===== config.mk =====
export PLATFORM = sky130hd
export DESIGN_NAME = fifo_stream_reader
export DESIGN_NICKNAME = d
export VERILOG_FILES = /design/src/rtl/fifo_stream_reader.sv
export SDC_FILE = /design/constraint.sdc
export NUM_CORES = 1
export LEC_CHECK = 0
export BUFFER_PORTS_ARGS = -buffer_cell sky130_fd_sc_hd__buf_4
export CORE_ASPECT_RATIO = 0.7
export CORE_UTILIZATION = 57
export CTS_CLUSTER_SIZE = 30
export DETAILED_ROUTE_END_ITERATION = 10
export GPL_TIMING_DRIVEN = 0
export HOLD_SLACK_MARGIN = 0.08
export PLACE_DENSITY_LB_ADDON = 0.12
export SLEW_MARGIN = 20
export SYNTH_ARGS = -nofsm -noshare
export SYNTH_HDL_FRONTEND = slang
export SYNTH_SLANG_ARGS = --single-unit

===== constraint.sdc =====
create_clock -name clk -period 2.5 [get_ports clk]
set_input_delay 0.5 -clock clk [delete_from_list [all_inputs] [get_ports clk]]
set_output_delay 0.5 -clock clk [all_outputs]
set_load 0.01 [all_outputs]

===== src/rtl/fifo_stream_reader.sv =====
// Purpose : pops a sync FIFO (rd_en from empty flag), absorbs its read latency and
//           presents the words as a valid/ready stream with an end-of-line marker.
// Latency : first m_valid appears RD_LATENCY+1 cycles after the first fifo_rd_en.
// Backpressure: reads are issued only while buffered + in-flight words < BUF_DEPTH,
//           so m_ready may stall for any number of cycles without overflow.
// Ports   : clk/rst (sync, active-high); enable gates new reads; fifo_empty/
//           fifo_rd_data/fifo_rd_en face the FIFO; m_data/m_valid/m_last/m_ready
//           are the output stream; line_done pulses one cycle after the m_last
//           word is accepted.
module fifo_stream_reader #(
   parameter int DATA_WIDTH = 32,
   parameter int RD_LATENCY = 1,
   parameter int BUF_DEPTH  = 4,
   parameter int LINE_LEN   = 1920,
   parameter int LEN_WIDTH  = 12
) (
   input  logic                  clk,
   input  logic                  rst,
   input  logic                  enable,
   input  logic                  fifo_empty,
   input  logic [DATA_WIDTH-1:0] fifo_rd_data,
   output logic                  fifo_rd_en,
   output logic [DATA_WIDTH-1:0] m_data,
   output logic                  m_valid,
   output logic                  m_last,
   input  logic                  m_ready,
   output logic                  line_done
);

   localparam int PTR_W = (BUF_DEPTH > 1) ? $clog2(BUF_DEPTH) : 1;
   localparam int OCC_W = $clog2(BUF_DEPTH + 1);
   localparam int SUM_W = OCC_W + 1;

   logic [DATA_WIDTH-1:0] mem_q [BUF_DEPTH];
   logic [PTR_W-1:0]      wr_ptr_q, wr_ptr_d;
   logic [PTR_W-1:0]      rd_ptr_q, rd_ptr_d;
   logic [OCC_W-1:0]      occ_q, occ_d;
   logic [LEN_WIDTH-1:0]  cnt_q, cnt_d;
   logic                  line_done_q, line_done_d;

   logic                  land;       // a FIFO word is on fifo_rd_data this cycle
   logic [OCC_W-1:0]      in_flight;  // reads issued but not yet landed
   logic                  xfer;
   logic                  at_last;

   // Reads are throttled against buffered + in-flight so every issued read has a
   // guaranteed slot. rst gates the read so nothing is popped in the reset cycle.
   assign fifo_rd_en = !rst && enable && !fifo_empty &&
                       (({1'b0, occ_q} + {1'b0, in_flight}) < SUM_W'(BUF_DEPTH));

   if (RD_LATENCY == 0) begin : g_lat0
      // Show-ahead FIFO: the data is already present when rd_en is high.
      assign land      = fifo_rd_en;
      assign in_flight = '0;
   end else begin : g_latn
      logic [RD_LATENCY-1:0] pipe_q;

      always_ff @(posedge clk) begin
         if (rst) begin
            pipe_q <= '0;
         end else begin
            pipe_q[0] <= fifo_rd_en;
            for (int i = 1; i < RD_LATENCY; i++) begin
               pipe_q[i] <= pipe_q[i-1];
            end
         end
      end

      always_comb begin
         in_flight = '0;
         for (int i = 0; i < RD_LATENCY; i++) begin
            in_flight = in_flight + OCC_W'(pipe_q[i]);
         end
      end

      // Clearing the pipe on reset is what discards words still in flight.
      assign land = pipe_q[RD_LATENCY-1];
   end

   assign m_valid   = (occ_q != '0);
   assign xfer      = m_valid && m_ready;
   assign at_last   = (cnt_q == LEN_WIDTH'(LINE_LEN - 1));
   // Head entry masked so the data bus reads zero while the buffer is empty.
   assign m_data    = m_valid ? mem_q[rd_ptr_q] : '0;
   assign m_last    = m_valid && at_last;
   assign line_done = line_done_q;

   always_comb begin
      wr_ptr_d    = wr_ptr_q;
      rd_ptr_d    = rd_ptr_q;
      occ_d       = occ_q;
      cnt_d       = cnt_q;
      line_done_d = 1'b0;

      if (land) begin
         wr_ptr_d = wr_ptr_q + PTR_W'(1);
      end
      if (xfer) begin
         rd_ptr_d    = rd_ptr_q + PTR_W'(1);
         cnt_d       = at_last ? '0 : cnt_q + LEN_WIDTH'(1);
         line_done_d = at_last;
      end

      // Land and transfer in the same cycle cancel out.
      case ({land, xfer})
         2'b10:   occ_d = occ_q + OCC_W'(1);
         2'b01:   occ_d = occ_q - OCC_W'(1);
         default: occ_d = occ_q;
      endcase
   end

   always_ff @(posedge clk) begin
      if (rst) begin
         wr_ptr_q    <= '0;
         rd_ptr_q    <= '0;
         occ_q       <= '0;
         cnt_q       <= '0;
         line_done_q <= 1'b0;
      end else begin
         wr_ptr_q    <= wr_ptr_d;
         rd_ptr_q    <= rd_ptr_d;
         occ_q       <= occ_d;
         cnt_q       <= cnt_d;
         line_done_q <= line_done_d;
      end
   end

   // Storage needs no reset: occupancy and pointers decide what is visible.
   always_ff @(posedge clk) begin
      if (land) begin
         mem_q[wr_ptr_q] <= fifo_rd_data;
      end
   end

endmodule

==> results of run 1 <==
## final cells by class
| type | count | area (sq um) |
|---|---|---|
| clock buffers | 17 | 425.4 |
| clock inverters | 15 | 152.6 |
| multi-input cells | 152 | 1516 |
| flip-flops and latches | 151 | 4304 |
| inverters | 11 | 41.29 |
| repair buffers | 76 | 620.6 |
| well taps | 128 | 160.2 |
| fillers | 589 | 2539 |
| plain buffers | 13 | 112.6 |
## sequential cells by signal (all words and copies together), names as in the netlist, named ones only
signal / flops
wr_ptr_q: 2
line_done: 1
cnt_q: 12
mem_q: 128
rd_ptr_q: 2
g_latn.pipe_q: 1
occ_q: 3
## per-layer routing
layer,routed length (um),global-route usage
met4,103,0.07558
met5,0,0
met2,5232,0.3500
met3,546,0.05825
met1,4783,0.2941
## power groups by stage
stage                     clock, mW  sequential (mW)  combinational [mW]
after floorplan                   0             2.88               0.897
after global placement            0             2.89                1.49
after detailed placement          0             2.89                1.52
after CTS                      2.49             2.84                1.57
after global routing           2.60             2.84                1.75
final                          2.46             2.84                1.60
## per-stage QoR
stage / power (mW) / instance area [sq um]
floorplan: 3.778 / 5911
global placement: 4.375 / 6611
detailed placement: 4.413 / 6696
CTS: 6.900 / 7293
global route: 7.198 / 7333
finish: 6.901 / 7333
## worst max-delay path: stages, from the launching register on
cell and delay (ps):
dfxtp_1 300, buf_4 170, buf_8 180, mux4_2 500, and2_1 180, buf_4 140
## placed cells by master (no fill, tap or decap), types with 3 or more instances in the layout
| master | count |
|---|---|
| clkinv_2 | 3 |
| dfxtp_1 | 23 |
| buf_12 | 6 |
| nand2_1 | 8 |
| ha_1 | 6 |
| clkbuf_16 | 17 |
| and2_2 | 4 |
| clkbuf_4 | 3 |
| and2_1 | 32 |
| edfxtp_1 | 128 |
| o21ai_0 | 4 |
| nor3_1 | 5 |
| xor2_1 | 5 |
| inv_6 | 3 |
| nor4_1 | 3 |
| mux4_2 | 32 |
| nand3_1 | 5 |
| inv_1 | 11 |
| clkinvlp_4 | 4 |
| xnor2_1 | 8 |
| nor2_1 | 19 |
| or3_1 | 3 |
| buf_4 | 73 |
| a21oi_1 | 5 |
## worst paths after layout
kind	cells after the start	slack (ps)	endpoint
worst min register to register	2	490	cnt_q[1]
worst max-delay path	5	100	m_data[1]
worst min-delay path	2	270	cnt_q[4]
worst max register to register	9	350	occ_q[2]
## logic make-up (layout without fill, tap and decap cells)
| group | Yosys count | after routing |
|---|---|---|
| mux | 33 | 33 |
| simple gates | 85 | 85 |
| compound gates | 14 | 14 |
| flops | 151 | 151 |
| fa+ha+maj | 7 | 7 |
| xor+xnor | 13 | 13 |
| buf+inv | 25 | 132 |
## repair_timing
item | CTS | global route
endpoints found under the setup margin | 31 | 30
resized for setup | 12 | 11
pin swaps | 0 | 0
==> results by group, run 1 <==
Setup path
  – CP arrival: 1900 ps
  – Worst reg2reg startpoint: occ_q[0]
  – CP Class: reg2out
  – Worst Setup End Kind: output port
  – Startpoint Class: flop
  – Maximum fanout along the worst path: 10
  – Critical path required time: 2000 ps

Timing
  – Final setup fails: 0
  – Pins Over Slew Limit: 0
  – Setup tns final: 0 ps
  – Final Hold Viols: 0
  – RSZ-0062 raised after global routing: no
  – Slew HR: 0.5688
  – Hold slack: 265.7 ps
  – Fmax: 416.9 MHz
  – Post-route minimum period: 2398 ps
  – Slew at the pin closest to its max-slew limit: 645.7 ps
  – Final period util: 0.9594
  – Clk_skew: 14.63 ps
  – Setup WS post-layout: 101.6 ps

Clock network
  – Post-CTS setup buffer count: 0
  – CTS tree: built
  – Hold-fix buffers, CTS: 0
  – Total CTS buffers: 17
  – Root Driver: clkbuf_16
  – Worst-skew pair later-pin latency: 420 ps
  – H-Tree Depth: 4
  – Clock transition at path regs: 60 ps
  – Clock Tree Buf Depth: 2
  – Clock Sinks: 151

Place
  – IO Port Bufs: 72
  – HPWL Detailed: 6599 um
  – Pre-CTS WS: 252.2 ps
  – Placed cells: 532
  – Routability congestion estimate: 0.7387

Pwr
  – Internal: 5.123 mW
  – P_sw: 1.778 mW
  – Combinational group share of total power: 0.232
  – Peak supply drop: 0.0006694 V
  – Flop pwr share: 0.411
  – Switch share: 0.2577
  – Lkg Pwr: 2.523 nW
  – Clock network power share: 0.357
  – Cell Pwr Density: 941.1 nW/um^2

Die
  – Die W: 123.7 um
  – Row cnt: 30
  – Die Y: 87.20 um
  – Initial Util: 0.5987
  – # IOs: 73
  – Core area: 9872 sq um
  – Full die area: 10790 sq um

GRT
  – Largest net degree at the start of global routing: 26
  – GRT Overall Usage: 0.2191
  – Vias in the first global route: 3203
  – First-pass GRT wire length: 16730 um
  – Aggregate global routing overflow: 0
  – Initial antenna violation count: 0

Routing
  – Vias: 3078
  – TritonRoute pass-1 iters: 4
  – Vias per inst: 5.467
  – Drt drc: 0
  – Final wirelength: 10670 um
  – WL per Instance: 18.94 um
  – DR iter-0 viols: 196
  – Post-DRT Antenna Nets: 0

Min path
  – Hold Crit Class: in2reg
  – HP Start: rst

Cells and area
  – NumNets Final: 466
  – Number of diodes: 0
  – Non-Filler Instances: 563
  – End-of-flow core utilization: 0.7428
  – Layout cells sized above 1: 0.3655
  – Area delta synth->final: 24.07%

Status
  – Outcome: complete, no violations

Logic synthesis
  – Async S/R FF share, synth: 0
  – XOR/XNOR Fraction of Synth Area: 0.01926
  – Combinational family with the most area after synthesis: multiplexers
  – Post-synth top area share: 0.6503
  – Synth Area in Compound Gates: 0.01736
  – Synth unique cells: 29
  – Post-synthesis cell count: 328
  – Count leader, synth: edfxtp_1
  – Ys Warns: 0
  – Main area contributors after synthesis: edfxtp_1 65%, mux4_2 12%, dfxtp_1 7.8%
  – Main flop type after synthesis: edfxtp_1
  – Syn_nets: 372
  – Adder-Cell Fraction of Synth Area: 0.01609
  – Area leader, netlist: edfxtp_1
  – Post-synth EDFFs: 128
  – Sequential area share after synthesis: 0.7282
  – Syn Std Cell Area: 5911 sq um
  – Most frequent cells after synthesis: 128 x edfxtp_1, 36 x and2_1, 32 x mux4_2
  – Syn avg cell area: 18.02 sq um
  – Mux contribution to synthesized area: 0.1236
  – #FFs+latches synth: 151
  – Post-Synth Simple-Gate Area: 0.07854

Run
  – MaxCap Viol Count: 0
Note: power is estimated with default switching activity, not from simulation.
==> run 2: changes to the inputs <==
Settings changed: PLACE_DENSITY_LB_ADDON 0.12 to 0.1.
==> results by group, run 2 (same netlist as run 1, synthesis figures left out) <==
Routing
  – Final wirelength: 10610 um
  – Vias per inst: 5.556
  – Post-DRT Antenna Nets: 0
  – DR iter-0 viols: 207
  – TritonRoute pass-1 iters: 4
  – Drt drc: 0
  – Vias: 3128
  – WL per Instance: 18.85 um

Cells and area
  – Area occupied by multi-input gates: 1516 sq um
  – Number of diodes: 0
  – Area occupied by registers: 4304 sq um
  – Max FFs per register: 128
  – Post-route design area: 7340 sq um
  – NumNets Final: 466
  – Layout cells sized above 1: 0.3655
  – Biggest regs: mem_q (128), cnt_q (12), occ_q (3)
  – Filler Cells Inserted: 595
  – Area delta synth->final: 24.17%
  – End-of-flow core utilization: 0.7435
  – Most common library cell in the layout ignoring fill and taps: edfxtp_1
  – Largest Register: mem_q
  – Most frequent cells in the layout: 128 x edfxtp_1, 73 x buf_4, 32 x mux4_2, 32 x and2_1, 23 x dfxtp_1

Timing
  – Pins Over Slew Limit: 0
  – Slew HR: 0.5805
  – Hold slack: 265.0 ps
  – Post-route minimum period: 2419 ps
  – Slew at the pin closest to its max-slew limit: 628.3 ps
  – RSZ-0062 raised after global routing: no
  – Clk_skew: 7.636 ps
  – Final period util: 0.9675
  – Final setup fails: 0
  – Fmax: 413.4 MHz
  – Final Hold Viols: 0

Pwr
  – Internal: 5.123 mW
  – Lkg Pwr: 2.542 nW
  – Clock network power share: 0.356
  – Combinational group share of total power: 0.231
  – Switch share: 0.2557
  – Peak supply drop: 0.0006337 V
  – Flop pwr share: 0.412
  – Cell Pwr Density: 937.8 nW/um^2
  – P_sw: 1.760 mW

Die
  – Full die area: 10790 sq um
  – Die W: 123.7 um
  – Initial Util: 0.5987
  – Row cnt: 30
  – Core area: 9872 sq um
  – Die Y: 87.20 um
  – # IOs: 73

Setup path
  – Worst R2R End: occ_q[2]
  – Startpoint Class: flop
  – CP Class: reg2out
  – CP max-delay cell: mux4_2
  – Maximum fanout along the worst path: 10
  – Critical path required time: 2000 ps
  – Worst reg2reg startpoint: occ_q[0]
  – Reg2Reg Setup Slack: 400 ps
  – Cell repeated most along the worst path: buf_4
  – Reg2reg path depth: 9
  – Worst Setup End Kind: output port
  – CP arrival: 1920 ps
  – CP Cell Sequence: buf_4 -> buf_12 -> mux4_2 -> and2_1 -> buf_4
  – Critical Path Max Stage Delay: 500 ps

Clock network
  – Total CTS buffers: 17
  – Hold-fix buffers, CTS: 0
  – Root Driver: clkbuf_16
  – CTS tree: built
  – Clock transition at path regs: 60 ps
  – Clock Tree Buf Depth: 2
  – Worst-skew pair later-pin latency: 410 ps
  – Clock Sinks: 151
  – H-Tree Depth: 4

Run
  – MaxCap Viol Count: 0

GRT
  – Aggregate global routing overflow: 0
  – Initial antenna violation count: 0
  – First-pass GRT wire length: 16560 um
  – GRT Overall Usage: 0.2173
  – Vias in the first global route: 3161
  – Largest net degree at the start of global routing: 26

Place
  – Routability congestion estimate: 0.7243
  – DP Area: 6696 sq um
  – HPWL Detailed: 6702 um
  – IO Port Bufs: 72

Min path
  – Hold Path Depth: 2
  – HP Start: rst
  – Worst hold path endpoint: occ_q[2]
  – Hold Crit Class: in2reg

Status
  – Outcome: complete, no violations
-- run 2: worst max-delay path: cells and delay by family, from the launching register on --
family	cells	cell delay [ps]
buffers and inverters	3	500
flip-flops	1	300
multiplexers	1	500
AND/OR/NAND/NOR	1	210
-- run 2: per-stage QoR --
stage / power [mW] / setup slack, ps / instances / setup TNS, ps
2_1_floorplan: 3.778 / 575.1 / 328 / 0
3_3_place_gp: 4.374 / 127.2 / 528 / 0
3_5_place_dp: 4.396 / 277.7 / 532 / 0
4_1_cts: 6.888 / -47.65 / 563 / -439.7
5_1_grt: 7.200 / 5.093 / 563 / 0
6_report: 6.883 / 81.22 / 563 / 0
-- run 2: timing repair --
item / CTS / global route
pin swaps: 0 / 0
setup buffers: 0 / 0
resized for setup: 12 / 11
hold endpoints to repair: 0 / 0
endpoints found under the setup margin: 30 / 29
-- run 2: layer usage --
metal,GRT usage,vias to the layer above,share of wire
li1,-,1451,-
met1,0.3037,1583,0.45
met2,0.3303,84,0.48
met3,0.05825,10,0.054
met4,0.08215,0,0.0093
met5,0,-,0
-- run 2: final cells by class --
cell class | instances | share of cell area
Sequential cell | 151 | 0.5864
Timing Repair Buffer | 76 | 0.08456
Inverter | 11 | 0.005626
Clock inverter | 12 | 0.01551
Clock buffer | 20 | 0.06376
Multi-Input combinational cell | 152 | 0.2066
Tap cell | 128 | 0.02182
Buffer | 13 | 0.01568
-- run 2: power groups by stage --
stage | Sequential [mW] | Clock [mW] | Combinational, mW
2_1_floorplan | 2.88 | 0 | 0.897
3_3_place_gp | 2.89 | 0 | 1.49
3_5_place_dp | 2.89 | 0 | 1.51
4_1_cts | 2.84 | 2.50 | 1.56
5_1_grt | 2.85 | 2.61 | 1.75
6_report | 2.84 | 2.45 | 1.59
-- run 2: worst max-delay path by stage --
stage | startpoint | endpoint | slack (ps) | depth (start not counted)
final | flop | m_data[1] | 80 | 5
after global routing | flop | m_data[1] | 5 | 5
after CTS | flop | m_data[29] | -50 | 5
after detailed placement | flop | m_data[1] | 280 | 5
after global placement | g_latn.pipe_q | mem_q[0][23] | 130 | 2
after floorplan | flop | m_data[10] | 580 | 4
